$ cat src/rtl/serial_paralelo_phy_rx_pkg.sv
// Shared PHY symbol definitions, lock states and defaults for the
// serial/parallel link (TX serializer, RX front end, recirculation).
package serial_paralelo_phy_rx_pkg;

    localparam logic [7:0] COM_CHAR         = 8'hBC;
    localparam logic [7:0] IDL_CHAR         = 8'h7C;
    localparam int         BC_COUNT_DEF     = 4;
    localparam int         LOCK_TIMEOUT_DEF = 64;

    typedef enum logic {
        INIT   = 1'b0,
        ACTIVE = 1'b1
    } rx_state_e;

    typedef enum logic [1:0] {
        SYM_DATA = 2'd0,
        SYM_COM  = 2'd1,
        SYM_IDL  = 2'd2
    } sym_kind_e;

endpackage

$ cat src/rtl/serial_paralelo_phy_rx_byte_decode.sv
// Combinational classification of one received byte as comma,
// idle or payload data.
module serial_paralelo_phy_rx_byte_decode
    import serial_paralelo_phy_rx_pkg::*;
(
    input  logic [7:0] byte_i,
    output sym_kind_e  kind_o
);

    always_comb begin
        kind_o = SYM_DATA;
        unique case (byte_i)
            COM_CHAR: kind_o = SYM_COM;
            IDL_CHAR: kind_o = SYM_IDL;
            default:  kind_o = SYM_DATA;
        endcase
    end

endmodule

$ cat src/rtl/serial_paralelo_phy_rx.sv
// RX PHY front end: COM-based byte alignment and symbol decode.
// Optional lock loss on COM starvation: define SERPAR_RX_LOCK_LOSS_EN.
module serial_paralelo_phy_rx
    import serial_paralelo_phy_rx_pkg::*;
#(
    parameter int BC_COUNT = BC_COUNT_DEF
`ifdef SERPAR_RX_LOCK_LOSS_EN
    ,
    parameter int LOCK_TIMEOUT = LOCK_TIMEOUT_DEF
`endif
) (
    input  logic       clk_32f,
    input  logic       default_values,
    input  logic       data_in,
    output logic [7:0] data_out,
    output logic       valid_out,
    output logic       idle_out,
    output logic       active,
    output logic       byte_strobe
);

    rx_state_e  state_q, state_d;
    logic [6:0] sr_q, sr_d;
    logic [2:0] bit_cnt_q, bit_cnt_d;
    logic [3:0] bc_cnt_q, bc_cnt_d;
    logic [7:0] data_q, data_d;
    logic       valid_q, valid_d;
    logic       idle_q, idle_d;
    logic       active_q, active_d;
    logic       strobe_q, strobe_d;
    logic [7:0] next_sr;
    logic       boundary;
    logic       drop;
    sym_kind_e  kind;

`ifdef SERPAR_RX_LOCK_LOSS_EN
    logic [7:0] bytes_q, bytes_d;
`endif

    assign next_sr  = {sr_q, data_in};
    assign boundary = (bit_cnt_q == 3'd7);

    serial_paralelo_phy_rx_byte_decode u_dec (
        .byte_i (next_sr),
        .kind_o (kind)
    );

`ifdef SERPAR_RX_LOCK_LOSS_EN
    assign drop = (bytes_q == 8'(LOCK_TIMEOUT));
`else
    assign drop = 1'b0;
`endif

    always_comb begin
        sr_d      = next_sr[6:0];
        state_d   = state_q;
        bit_cnt_d = bit_cnt_q + 3'd1;
        bc_cnt_d  = bc_cnt_q;
        data_d    = data_q;
        valid_d   = valid_q;
        idle_d    = idle_q;
        active_d  = active_q;
        strobe_d  = 1'b0;
`ifdef SERPAR_RX_LOCK_LOSS_EN
        bytes_d   = bytes_q;
`endif
        unique case (state_q)
            INIT: begin
                valid_d  = 1'b0;
                idle_d   = 1'b0;
                active_d = 1'b0;
                // A first COM may sit at any offset; later ones must be aligned.
                if (kind == SYM_COM && (bc_cnt_q == 4'd0 || boundary)) begin
                    bc_cnt_d  = bc_cnt_q + 4'd1;
                    bit_cnt_d = 3'd0;
                    if (bc_cnt_d == 4'(BC_COUNT)) begin
                        state_d  = ACTIVE;
                        active_d = 1'b1;
`ifdef SERPAR_RX_LOCK_LOSS_EN
                        bytes_d  = 8'd0;
`endif
                    end
                end else if (boundary && bc_cnt_q != 4'd0) begin
                    bc_cnt_d  = 4'd0;
                    bit_cnt_d = 3'd0;
                end
            end
            ACTIVE: begin
                if (drop) begin
                    state_d  = INIT;
                    active_d = 1'b0;
                    valid_d  = 1'b0;
                    idle_d   = 1'b0;
                    bc_cnt_d = 4'd0;
`ifdef SERPAR_RX_LOCK_LOSS_EN
                    bytes_d  = 8'd0;
`endif
                end else if (boundary) begin
                    strobe_d = 1'b1;
                    unique case (kind)
                        SYM_COM: begin
                            valid_d = 1'b0;
                            idle_d  = 1'b0;
                        end
                        SYM_IDL: begin
                            valid_d = 1'b0;
                            idle_d  = 1'b1;
                        end
                        default: begin
                            data_d  = next_sr;
                            valid_d = 1'b1;
                            idle_d  = 1'b0;
                        end
                    endcase
`ifdef SERPAR_RX_LOCK_LOSS_EN
                    bytes_d = (kind == SYM_COM) ? 8'd0 : bytes_q + 8'd1;
`endif
                end
            end
            default: state_d = INIT;
        endcase
    end

    always_ff @(posedge clk_32f) begin
        if (!default_values) begin
            state_q   <= INIT;
            sr_q      <= '0;
            bit_cnt_q <= '0;
            bc_cnt_q  <= '0;
            data_q    <= '0;
            valid_q   <= 1'b0;
            idle_q    <= 1'b0;
            active_q  <= 1'b0;
            strobe_q  <= 1'b0;
`ifdef SERPAR_RX_LOCK_LOSS_EN
            bytes_q   <= '0;
`endif
        end else begin
            state_q   <= state_d;
            sr_q      <= sr_d;
            bit_cnt_q <= bit_cnt_d;
            bc_cnt_q  <= bc_cnt_d;
            data_q    <= data_d;
            valid_q   <= valid_d;
            idle_q    <= idle_d;
            active_q  <= active_d;
            strobe_q  <= strobe_d;
`ifdef SERPAR_RX_LOCK_LOSS_EN
            bytes_q   <= bytes_d;
`endif
        end
    end

    assign data_out    = data_q;
    assign valid_out   = valid_q;
    assign idle_out    = idle_q;
    assign active      = active_q;
    assign byte_strobe = strobe_q;

endmodule
$ cat config.mk
export PLATFORM = sky130hd
export DESIGN_NAME = serial_paralelo_phy_rx
export DESIGN_NICKNAME = d
export VERILOG_FILES = /design/src/rtl/serial_paralelo_phy_rx_pkg.sv /design/src/rtl/serial_paralelo_phy_rx_byte_decode.sv /design/src/rtl/serial_paralelo_phy_rx.sv
export SDC_FILE = /design/constraint.sdc
export NUM_CORES = 1
export LEC_CHECK = 0
export ABC_CLOCK_PERIOD_IN_PS = 2200
export CAP_MARGIN = 20
export CORE_MARGIN = 2
export CORE_UTILIZATION = 30
export DETAILED_ROUTE_END_ITERATION = 10
export GPL_TIMING_DRIVEN = 0
export PLACE_DENSITY = 0.48
export SYNTH_ARGS = -nofsm -noshare
export SYNTH_HDL_FRONTEND = slang
export SYNTH_SLANG_ARGS = --single-unit
$ cat constraint.sdc
create_clock -name clk_32f -period 2.2 [get_ports clk_32f]
set_clock_uncertainty 0.05 [all_clocks]
set_input_delay 0.44 -clock clk_32f [delete_from_list [all_inputs] [get_ports clk_32f]]
set_output_delay 0.44 -clock clk_32f [all_outputs]
set_load 0.01 [all_outputs]
==> implementation parameters <==
Parameter                              Value

Run status
  Result of the run ... finished clean

Pwr
  Power density of the placed cells ... 571 nW/um2
  Static leakage power ... 0.000591 uW
  Max rail drop VDD ... 0.263 mV

Synthesis
  Most area-hungry cell type in the Yosys netlist ... dfxtp_1
  Fraction of synthesized cell area taken by the top area cell type ... 47.3%
  Most frequent cell after synthesis ... dfxtp_1
  Top post-synthesis cells by area ... dfxtp_1 47%, mux2i_1 9.6%, ha_1 7.7%
  Fraction of registers with async set or reset after synthesis ... 0%
  Sequential fraction of the synthesis area ... 47.3%
  EDFF count, synth ... 0
  Register bit count reported by yosys ... 27
  Most numerous cell types in the synthesized netlist ... 27 x dfxtp_1, 11 x mux2i_1, 11 x nor2b_1, 8 x and2_1
  Number of warning messages in the yosys log ... 0
  Commonest register cell after synthesis ... dfxtp_1
  Post-synth cell types ... 28
  Post-synthesis average cell area ... 10.0 um2
  Number of nets produced by synthesis ... 124
  Cell count after synthesis ... 114
  Area of the mapped netlist ... 1140 um2

STA
  Final hold viol count ... 0
  Setup repair after global routing missed its margin ... yes
  Tmin final ... 2050 ps
  Maximum operating frequency ... 0.488 GHz
  Fin Hold WS ... 381 ps
  Final slew viol count ... 0
  Setup-violating endpoint count in the final report ... 0
  Slew margin rel. ... 71.6%
  Final Cycle Share ... 93.2%
  Least-Margin Pin Slew ... 426 ps

Placed design
  Count of buffers from port buffering ... 14
  Final RePlAce weighted congestion ... 0.846
  DP Wirelength ... 1610 um
  Placed cell areas ... 1340 um2

Job
  Maxcap violations ... 0

Worst hold path
  Hold Path Class ... flop to flop

Global route
  First-pass GRT wire length ... 3850 um
  Via count of the first global-routing pass ... 820
  Antenna violations before repair ... 0
  Residual overflow from global routing ... 0
  Largest net degree at the start of global routing ... 16
  Global Route Usage Sum ... 11.7%

Cells and area
  # diodes ... 0
  Fill cells ... 373
  Area of all placed cells without fillers ... 1430 um2
  Area Overhead vs Synth ... 24.8%
  Area of the multi-input gates ... 594 um2
  Nets@finish ... 143
  Storage cell area ... 541 um2
  Fraction of final layout cells with drive strength greater than 1 ... 9.85%

Detailed routing
  Overall via count from detail_route ... 816
  Post-DR vias/cell ... 4.53
  Wire length after detailed routing ... 2190 um
  Post-route antenna net violation count ... 0
  Detailed Routing Iterations Pass 1 ... 3
  DR WL/cell ... 12.2 um
  DR DRC count ... 0
  Detailed router's first-iteration violation count ... 11

Setup path
  Slowest CP cell ... clkdlybuf4s50_1
  Flop-to-flop setup slack ... 410 ps
  Setup CP Type ... input pin to flop
  Critical path capture point type ... flop
  WP data required ... 2330 ps
  Worst path arrival time ... 2180 ps
  Cell-by-cell trace of the critical path ... clkdlybuf4s50_1 -> nor4_4 -> nand3b_1 -> ha_1 -> nand3_4 -> mux2i_1 -> nor2b_1
  Launching element type of the critical path ... input pin
  Top fanout value on the critical path ... 8
  Biggest cell delay along the critical path ... 480 ps

Floorplanning
  Core area ... 3660 um2
  Count of standard-cell rows ... 22
  Die boundary height ... 65.7 um
  Number of top-level pins ... 15
  Horizontal die dimension ... 65.7 um
  Initial cell density of the core ... 31.2%
  Area of the die ... 4320 um2

CTS
  Number of buffers inserted during clock tree synthesis ... 3
  Clock latency reported for the late side of the worst-skew pair ... 270 ps
  # clock sinks ... 27
  CTS root buffer ... clkbuf_8
  Max clock buf depth ... 2
  Clock tree from TritonCTS ... yes
  Post-CTS clock slew at the launch and capture registers of the worst setup and hold paths ... 90 ps
  CTS hold repair buffers ... 0
  Number of H-tree levels ... 1
==> power breakdown <==
part           total (uW)  internal [uW]  switching [uW]
clock                 289            127             161
sequential            500            496            4.51
combinational        25.4           11.8            13.6
==> cell type report <==
cell class / instances / share of cell area (%)
Multi-Input combinational cell: 76 / 41.7
Sequential cell: 27 / 37.9
Timing Repair Buffer: 14 / 9.83
Tap cell: 48 / 4.21
Clock buffer: 3 / 2.90
Inverter: 7 / 1.84
Buffer: 4 / 1.23
Clock inverter: 1 / 0.351
==> flip-flops by register name, summed over array words and instances (netlist names) <==
signal       flops
data_out         8
sr_q             7
bit_cnt_q        3
idle_out         1
byte_strobe      1
valid_out        1
state_q          1
active           1
bc_cnt_q         4
==> logic make-up after synthesis <==
logic type | Yosys count | share of synthesized area [%]
buffers and inverters | 11 | 3.83
DFF | 27 | 47.3
and+or+nand+nor | 43 | 22.3
AOI/OAI and AO/OA | 14 | 8.43
adders and majority gates | 7 | 7.67
muxes | 11 | 9.64
xor gates and xnor gates | 1 | 0.767
==> placed cells by master (no fill, tap or decap), types with 2 or more instances in the layout <==
master | netlist | final
and3_1 | 2 | 2
nor2_1 | 6 | 6
buf_2 | 2 | 2
nor2b_1 | 11 | 11
inv_1 | 7 | 7
mux2i_1 | 11 | 11
o21a_1 | 3 | 3
clkbuf_1 | 2 | 2
a21oi_1 | 2 | 2
ha_1 | 7 | 6
o21ai_1 | 2 | 2
clkdlybuf4s50_1 | 0 | 14
nand3b_1 | 3 | 3
and2_1 | 8 | 8
nand2_1 | 7 | 7
dfxtp_1 | 27 | 27
clkbuf_8 | 0 | 3
==> stage by stage <==
stage / TNS (ps) / instances / setup slack, ps / total power, uW / util (%)
2_1_floorplan: 0 / 114 / 370 / 525 / -
3_3_place_gp: -5240 / 176 / -373 / 536 / 36.7
3_5_place_dp: -5990 / 176 / -417 / 537 / 36.7
4_1_cts: 0 / 180 / 4.43 / 823 / 38.2
5_1_grt: -40.2 / 180 / -20.6 / 842 / 38.9
6_report: 0 / 180 / 149 / 814 / 38.9
==> what timing repair did <==
item                                    4_1_cts  5_1_grt
endpoints found under the setup margin       15       16
buffers inserted                              0        0
pin swaps                                     0        0
gates resized for setup                       2        4
==> routing by layer <==
layer | up-vias | part of all wire (%) | track usage (%)
met2 | 11 | 49 | 19.8
met1 | 379 | 45 | 13.8
met5 | - | 0 | 0
met3 | 5 | 3.7 | 2.91
li1 | 421 | - | -
met4 | 0 | 2.0 | 5.47
==> critical path: cells and delay by family <==
family	cells	cell delay, ps
buf+inv	1	480
fa+ha+maj	1	360
mux	1	200
simple gates	4	690
==> path summary, 6_finish.rpt <==
path	startpoint	to	cells after the start
worst max register to register	sr_q[4]	data_out[0]	7
worst min-delay path	bit_cnt_q[0]	bit_cnt_q[0]	1
worst max-delay path	data_in	data_out[0]	7
worst min register to register	bit_cnt_q[0]	bit_cnt_q[0]	1
Power figures use the tool's default switching activity.
